$ cat src/rtl/vga_config_master.sv
// VGA configuration bus initiator: turns resolution requests into
// acknowledged config writes, with timeout, retry and redundant-write skip.
module vga_config_master #(
  parameter int                    CONFIG_WIDTH   = 8,
  parameter logic [CONFIG_WIDTH-1:0] VGA_CFG_ADDR = 8'h01,
  parameter int                    TIMEOUT_CYCLES = 16,
  parameter int                    MAX_RETRIES    = 3,
  parameter int                    TO_WIDTH       = 5
) (
  input  logic                    Clk,
  input  logic                    rst_n,
  input  logic                    Req_valid,
  output logic                    Req_ready,
  input  logic [1:0]              Req_res,
  input  logic                    Req_force,
  output logic                    C_valid,
  output logic [CONFIG_WIDTH-1:0] C_addr,
  output logic [CONFIG_WIDTH-1:0] C_data,
  input  logic                    C_rdy,
  output logic                    Done,
  output logic                    Err,
  output logic                    Busy,
  output logic [1:0]              Cur_res
);

  localparam logic [2:0] S_IDLE   = 3'd0;
  localparam logic [2:0] S_SEND   = 3'd1;
  localparam logic [2:0] S_WAIT   = 3'd2;
  localparam logic [2:0] S_FINISH = 3'd3;
  localparam logic [2:0] S_FAIL   = 3'd4;

  localparam int RW =
    (MAX_RETRIES < 2) ? 1 : $clog2(MAX_RETRIES + 1);

  logic [2:0]              r_state;
  logic [1:0]              r_res;
  logic [1:0]              r_cur;
  logic [RW-1:0]           r_retry;
  logic [TO_WIDTH-1:0]     r_to;
  logic                    r_ready;
  logic                    r_valid;
  logic [CONFIG_WIDTH-1:0] r_addr;
  logic [CONFIG_WIDTH-1:0] r_data;
  logic                    r_done;
  logic                    r_err;
  logic                    r_busy;

  logic [2:0] w_next;
  logic [1:0] w_res;
  logic       w_accept;
  logic       w_to;
  logic       w_can_retry;
  logic       w_send;

  assign w_accept    = (r_state == S_IDLE) && Req_valid && r_ready;
  assign w_to        = (r_to == TO_WIDTH'(TIMEOUT_CYCLES - 1));
  assign w_can_retry = (r_retry < RW'(MAX_RETRIES));
  assign w_res       = w_accept ? Req_res : r_res;
  assign w_send      = (w_next == S_SEND);

  always_comb begin
    w_next = r_state;
    case (r_state)
      S_IDLE: begin
        if (w_accept) begin
          if (Req_res == 2'b11)
            w_next = S_FAIL;
          else if ((Req_res == r_cur) && !Req_force)
            w_next = S_FINISH;
          else
            w_next = S_SEND;
        end
      end
      S_SEND: w_next = S_WAIT;
      S_WAIT: begin
        // An ack landing on the timeout cycle still counts.
        if (C_rdy)
          w_next = S_FINISH;
        else if (w_to)
          w_next = w_can_retry ? S_SEND : S_FAIL;
      end
      S_FINISH: w_next = S_IDLE;
      S_FAIL:   w_next = S_IDLE;
      default:  w_next = S_IDLE;
    endcase
  end

  always_ff @(posedge Clk or negedge rst_n) begin
    if (!rst_n) begin
      r_state <= S_IDLE;
      r_res   <= 2'b00;
      r_cur   <= 2'b00;
      r_retry <= '0;
      r_to    <= '0;
      r_ready <= 1'b0;
      r_valid <= 1'b0;
      r_addr  <= '0;
      r_data  <= '0;
      r_done  <= 1'b0;
      r_err   <= 1'b0;
      r_busy  <= 1'b0;
    end else begin
      r_state <= w_next;
      r_ready <= (w_next == S_IDLE);
      r_busy  <= (w_next != S_IDLE);
      r_done  <= (w_next == S_FINISH);
      r_err   <= (w_next == S_FAIL);
      r_valid <= w_send;
      r_addr  <= w_send ? VGA_CFG_ADDR : '0;
      r_data  <= w_send ? CONFIG_WIDTH'(w_res) : '0;
      if (w_accept) begin
        r_res   <= Req_res;
        r_retry <= '0;
      end
      if (r_state == S_SEND)
        r_to <= '0;
      if (r_state == S_WAIT) begin
        if (C_rdy)
          r_cur <= r_res;
        else if (!w_to)
          r_to <= r_to + 1'b1;
        else if (w_can_retry)
          r_retry <= r_retry + 1'b1;
      end
    end
  end

  assign Req_ready = r_ready;
  assign C_valid   = r_valid;
  assign C_addr    = r_addr;
  assign C_data    = r_data;
  assign Done      = r_done;
  assign Err       = r_err;
  assign Busy      = r_busy;
  assign Cur_res   = r_cur;

endmodule

$ cat config.mk
export PLATFORM = sky130hd
export DESIGN_NAME = vga_config_master
export DESIGN_NICKNAME = d
export VERILOG_FILES = /design/src/rtl/vga_config_master.sv
export SDC_FILE = /design/constraint.sdc
export NUM_CORES = 1
export LEC_CHECK = 0
export CORE_MARGIN = 5
export CORE_UTILIZATION = 42
export CTS_BUF_LIST = sky130_fd_sc_hd__clkbuf_4 sky130_fd_sc_hd__clkbuf_8 sky130_fd_sc_hd__clkbuf_16
export CTS_CLUSTER_DIAMETER = 40
export CTS_CLUSTER_SIZE = 16
export DETAILED_ROUTE_END_ITERATION = 8
export PLACE_DENSITY_LB_ADDON = 0.08
export SLEW_MARGIN = 20
export SYNTH_ARGS = -nofsm -noshare
export SYNTH_HDL_FRONTEND = slang
export SYNTH_SLANG_ARGS = --single-unit
$ cat constraint.sdc
create_clock -name Clk -period 1.78 [get_ports Clk]
set_clock_uncertainty 0.2 [all_clocks]
set_input_delay 0.356 -clock Clk [delete_from_list [all_inputs] [get_ports Clk]]
set_output_delay 0.356 -clock Clk [all_outputs]
set_load 0.02 [all_outputs]
-- Yosys cells after proc, flatten, opt, wreduce, memory -nomap -nowiden
Index checks and enable logic that the tools add are counted.
W data, S select, Z words.
- bits in registers: 22
- output and inout bits: 23
- word-level logic and storage cells: 50
- add/sub/neg operators: 2
- order comparisons: 1
- equality and inequality tests: 8
- multiplexer cells: 19
- reductions and logical operators: 8
- operator list (operator ; count):
    $mux W5 ; 4
    $mux W2 ; 8
    $mux W3 ; 5
    $pmux W3 S3 ; 1
    $eq A3 B1 Y1 const B ; 2
    $eq A3 B2 Y1 const B ; 2
    $logic_not A3 Y1 ; 2
    $add A5 B1 Y5 const B ; 1
    $eq A5 B4 Y1 const B ; 1
    $eq A3 B3 Y1 const B ; 1
    $logic_and A1 B1 Y1 ; 3
    $reduce_bool A3 Y1 ; 1
    $add A2 B1 Y2 const B ; 1
    $eq A2 B2 Y1 ; 1
    $eq A2 B2 Y1 const B ; 1
    $lt A2 B2 Y1 const B ; 1
    $reduce_and A2 Y1 ; 1
    $logic_not A1 Y1 ; 1
    $mux W1 ; 1

-- Logic depth before layout (Yosys ltp)
- depth after elaboration: 8
- mapped depth: 6

-- Worst setup path after synthesis
No wires, ideal clock.
- path kind: register -> register
- start: reg r_to[0]
- end: reg r_busy (netlist: Busy)
- library setup time: 131 ps
- arrival: 1544 ps
- required time: 1449 ps
- setup slack: -96 ps
- stages on the path, launching flop included: 7
- path buffers: 0
- cell sequence: dfrtp_1 -> ha_1 -> nand4b_1 -> nor3_1 -> nor3_2 -> inv_2 -> or3_1
- longest elaborated chain between the ends: 5
- RTL lines (element ; line ; source):
    start, declared ; 39 ; logic [TO_WIDTH-1:0] r_to;
    start signal, assigned ; 121 ; r_to <= r_to + 1'b1;
    $eq A5 B4 Y1 ; 56 ; assign w_to = (r_to == TO_WIDTH'(TIMEOUT_CYCLES - 1));
    $mux W3 ; 79 ; else if (w_to)
    $mux W3 ; 77 ; if (C_rdy)
    $pmux W3 S3 ; 63 ; case (r_state)
    net w_next[0] ; 48 ; logic [2:0] w_next;
    $reduce_bool A3 Y1 ; 105 ; r_busy <= (w_next != S_IDLE);
    end signal, assigned ; 105 ;
    end, declared ; 46 ; logic r_busy;
The timed path passes the listed nets, and every way through them passes these cells.
A chain may end at the register's enable or synchronous reset.

-- Worst setup path after layout
- start: reg r_to[1]
- end: reg r_busy (netlist: Busy)
Same word-level chain as after synthesis.

==> impl_metrics.xml <==
<?xml version="1.0" encoding="UTF-8"?>
<metrics>
  <group name="setup_path">
    <metric name="criticalPathCategory" unit="">reg2reg</metric>
    <metric name="path_max_fanout" unit="">4</metric>
    <metric name="arrival" unit="ns">1.89</metric>
    <metric name="cp_data_required_time" unit="ns">1.77</metric>
    <metric name="cp-start-kind" unit="">flip-flop</metric>
    <metric name="r2r.worst_path.cells" unit="">7</metric>
    <metric name="worstReg2RegStart" unit="">r_to[1]</metric>
    <metric name="setup.worst_path.end_class" unit="">flip-flop</metric>
    <metric name="timing.rr.end" unit="">Busy</metric>
    <metric name="reg2reg_slack" unit="ns">-0.12</metric>
  </group>
  <group name="power_and_ir_drop">
    <metric name="sw_frac_of_total" unit="%">37.3</metric>
    <metric name="clock_share_of_power" unit="%">12.0</metric>
    <metric name="irDropWorstVdd" unit="mV">0.818</metric>
    <metric name="power.density_cell_area" unit="nW/µm²">1300</metric>
    <metric name="power.net_switching" unit="W">0.000708</metric>
    <metric name="tot_pwr" unit="W">0.00190</metric>
    <metric name="p_leak" unit="nW">0.778</metric>
    <metric name="combinationalPowerShare" unit="%">49.8</metric>
    <metric name="power.internal" unit="W">0.00119</metric>
    <metric name="seq_power_share" unit="%">38.2</metric>
  </group>
  <group name="layout">
    <metric name="synth_to_layout_area_growth" unit="%">36.3</metric>
    <metric name="diodes" unit="">0</metric>
    <metric name="finalCoreUtilization" unit="%">59.5</metric>
    <metric name="final_layout_size_suffix_gt1_share" unit="%">36.2</metric>
    <metric name="nets" unit="">148</metric>
  </group>
  <group name="sta">
    <metric name="achievable-frequency" unit="MHz">527</metric>
    <metric name="timing.final.crit_period" unit="ns">1.90</metric>
    <metric name="finalWorstSetupSlack" unit="ns">-0.117</metric>
    <metric name="setup_viol_count_final" unit="">5</metric>
    <metric name="rsz0062_at_grt" unit="">yes</metric>
    <metric name="slew_viol_final" unit="">0</metric>
    <metric name="post-route-period-util" unit="%">107</metric>
    <metric name="timing.final.hold_violations" unit="">0</metric>
    <metric name="setup_tns" unit="ns">-0.354</metric>
  </group>
  <group name="drt">
    <metric name="drtPass1Iterations" unit="">2</metric>
    <metric name="wl_per_cell" unit="µm">14.1</metric>
    <metric name="count_of_antenna_violating_nets_left_after_detailed_routing" unit="">0</metric>
    <metric name="drt-initial-drc-count" unit="">15</metric>
    <metric name="vias_per_cell" unit="">4.92</metric>
    <metric name="dr_total_vias" unit="">827</metric>
    <metric name="post-route-drc-count" unit="">0</metric>
    <metric name="postRouteWirelength" unit="µm">2360</metric>
  </group>
  <group name="logic_synthesis">
    <metric name="synth_compound_gate_area_share" unit="%">7.94</metric>
    <metric name="post_synth_inst_count" unit="">95</metric>
    <metric name="synth_top_family_by_area" unit="">simple AND/OR/NAND/NOR gates</metric>
    <metric name="synth_simple_gate_area_share" unit="%">21.0</metric>
    <metric name="syn-mean-instance-area" unit="µm²">11.3</metric>
    <metric name="post_synth_num_cell_types" unit="">34</metric>
    <metric name="synthMuxAreaShare" unit="%">5.26</metric>
    <metric name="synth_xor_xnor_area_share" unit="%">2.45</metric>
    <metric name="synth.ff_latch_count" unit="">21</metric>
    <metric name="synth_adder_area_share" unit="%">2.34</metric>
    <metric name="postSynth.asyncResetShare" unit="%">100</metric>
    <metric name="synthesis.area" unit="µm²">1070</metric>
    <metric name="synth-edff-count" unit="">0</metric>
    <metric name="yosysSeqAreaShare" unit="%">49.1</metric>
    <metric name="synth-warning-count" unit="">0</metric>
    <metric name="yosys_most_used_dff" unit="">sky130_fd_sc_hd__dfrtp_1</metric>
  </group>
  <group name="run_status">
    <metric name="outcome" unit="">finished with violations</metric>
    <metric name="failed_checks" unit="">negative setup slack</metric>
  </group>
  <group name="grt">
    <metric name="grt_start_max_net_pins" unit="">22</metric>
    <metric name="globalRoute.totalOverflow" unit="">0</metric>
    <metric name="first_global_vias" unit="">895</metric>
    <metric name="grt_pass1_wl" unit="µm">3910</metric>
    <metric name="grt_antenna_before_repair" unit="">0</metric>
    <metric name="globalRouteTotalUtil" unit="%">14.3</metric>
  </group>
  <group name="clock_tree">
    <metric name="h_tree_depth" unit="">1</metric>
    <metric name="cts.clk_slew.worst_paths" unit="ns">0.12</metric>
    <metric name="numClockSinks" unit="">21</metric>
    <metric name="numCtsBuffers" unit="">3</metric>
    <metric name="cts_root_buf" unit="">sky130_fd_sc_hd__clkbuf_4</metric>
    <metric name="cts.path.max_buffers" unit="">2</metric>
    <metric name="worstSkewPairLatency" unit="ns">0.30</metric>
    <metric name="tritoncts_clock_tree" unit="">done</metric>
  </group>
  <group name="place">
    <metric name="gpl.final_weighted_congestion" unit="">0.806</metric>
    <metric name="io_buffers" unit="">16</metric>
    <metric name="post-dp-hpwl" unit="µm">1660</metric>
  </group>
  <group name="floorplanning">
    <metric name="floorplan.initialDensity" unit="%">43.6</metric>
    <metric name="floorplan.die.width" unit="µm">60.5</metric>
    <metric name="core" unit="µm²">2450</metric>
    <metric name="die-area" unit="µm²">3660</metric>
    <metric name="placement_rows" unit="">18</metric>
    <metric name="number_of_i_o_pins" unit="">30</metric>
    <metric name="fp.dieH" unit="µm">60.5</metric>
  </group>
  <group name="flow_run">
    <metric name="cap_viol_max_count" unit="">0</metric>
  </group>
  <group name="worst_hold_path">
    <metric name="hold_path_class" unit="">in2async</metric>
  </group>
</metrics>
==> synthesized netlist by cell type (2+ instances only) <==
library cell               instances  area (µm²)
sky130_fd_sc_hd__o21ai_0           2        10.0
sky130_fd_sc_hd__nor3_2            2        20.0
sky130_fd_sc_hd__mux2_2            5        56.3
sky130_fd_sc_hd__nor3_1            2        10.0
sky130_fd_sc_hd__a32o_1            2        20.0
sky130_fd_sc_hd__nand3_1           5        25.0
sky130_fd_sc_hd__nand2_1           5        18.8
sky130_fd_sc_hd__nand2b_1          2        12.5
sky130_fd_sc_hd__xor2_1            3        26.3
sky130_fd_sc_hd__buf_4            14         105
sky130_fd_sc_hd__or3_1             2        12.5
sky130_fd_sc_hd__o211a_1           2        20.0
sky130_fd_sc_hd__and3_1            3        18.8
sky130_fd_sc_hd__dfrtp_1          21         526
sky130_fd_sc_hd__ha_1              2        25.0
sky130_fd_sc_hd__nor2_1            5        18.8
==> layout by cell type (no fill, tap or decap), drive strengths merged, types with 3 or more instances in the layout <==
master	instances
and3	3
nand2	5
nand3	5
buf	26
nor3	4
conb	13
nor2	5
clkbuf	3
dlygate4sd2	11
a32o	3
dfrtp	21
xor2	3
mux2	5
clkdlybuf4s50	4
==> logic make-up after synthesis <==
group,count (synthesis)
XOR/XNOR,3
adder cells (fa/ha/maj),2
flip-flops,21
other,1
AO/OA/AOI/OAI,10
multiplexers,5
buffers and inverters,17
AND/OR/NAND/NOR,36
==> power by group through the flow <==
stage | logic, W | registers (W) | clock network [W]
after floorplan | 0.000424 | 0.000817 | 0
final | 0.000946 | 0.000725 | 0.000229
after CTS | 0.000871 | 0.000722 | 0.000245
after detailed placement | 0.000866 | 0.000736 | 0
after global placement | 0.000851 | 0.000737 | 0
after global routing | 0.00105 | 0.000744 | 0.000262
==> cell type report <==
class	count	area (µm²)
fill	226	995
sequential	21	526
multi-input combinational	69	510
timing repair buffer	42	352
tap	30	37.5
clock buffer	3	22.5
inverter	2	7.51
clock inverter	1	5.00
==> through the flow <==
step / worst slack (ns) / hold WS (ns) / cells / cell area [µm²]
final: -0.117 / 0.188 / 168 / 1460
after global routing: -0.178 / 0.195 / 168 / 1460
after CTS: -0.0900 / 0.182 / 166 / 1420
after detailed placement: -0.393 / 0.299 / 157 / 1350
after global placement: -0.398 / 0.286 / 157 / 1350
after floorplan: -0.0537 / -0.140 / 107 / 1120
==> metal layers <==
layer	global-route usage, %	wire (µm)
met1	18.5	1060
met2	23.9	1190
met3	2.34	99
met5	0	0
met4	5.57	18
==> timing repair <==
action	4_1_cts	5_1_grt
endpoints found under the hold margin	0	0
setup endpoints to repair	15	12
hold buffers	0	0
pin swaps	5	8
gates resized for setup	15	10
buffers inserted	5	3
==> worst max-delay path, cell delays in order, from the launching register on <==
cell and delay, ns:
sky130_fd_sc_hd__dfrtp_1 0.41, sky130_fd_sc_hd__ha_2 0.20, sky130_fd_sc_hd__nand4b_1 0.18, sky130_fd_sc_hd__buf_4 0.15
sky130_fd_sc_hd__nor3_2 0.04, sky130_fd_sc_hd__nor3_2 0.24, sky130_fd_sc_hd__inv_2 0.05, sky130_fd_sc_hd__or3_1 0.31
==> state kept, by name (all words and copies together) (netlist names) <==
signal	count
r_res	2
r_to	5
Done	1
r_state	3
Req_ready	1
Err	1
C_data	2
Busy	1
r_retry	2
C_addr	1
Cur_res	2
==> worst max-delay path by stage <==
stage          depth (start not counted)       from    endpoint  slack [ns]
6_report                               7    r_to[1]        Busy       -0.12
5_1_grt                                7    r_to[1]        Busy       -0.18
4_1_cts                                7    r_to[1]        Busy       -0.09
3_5_place_dp                           5      C_rdy  r_retry[0]       -0.39
3_3_place_gp                           5      C_rdy  r_retry[0]       -0.40
2_1_floorplan                          5  Req_ready        Busy       -0.05
Note: power is estimated with default switching activity, not from simulation.
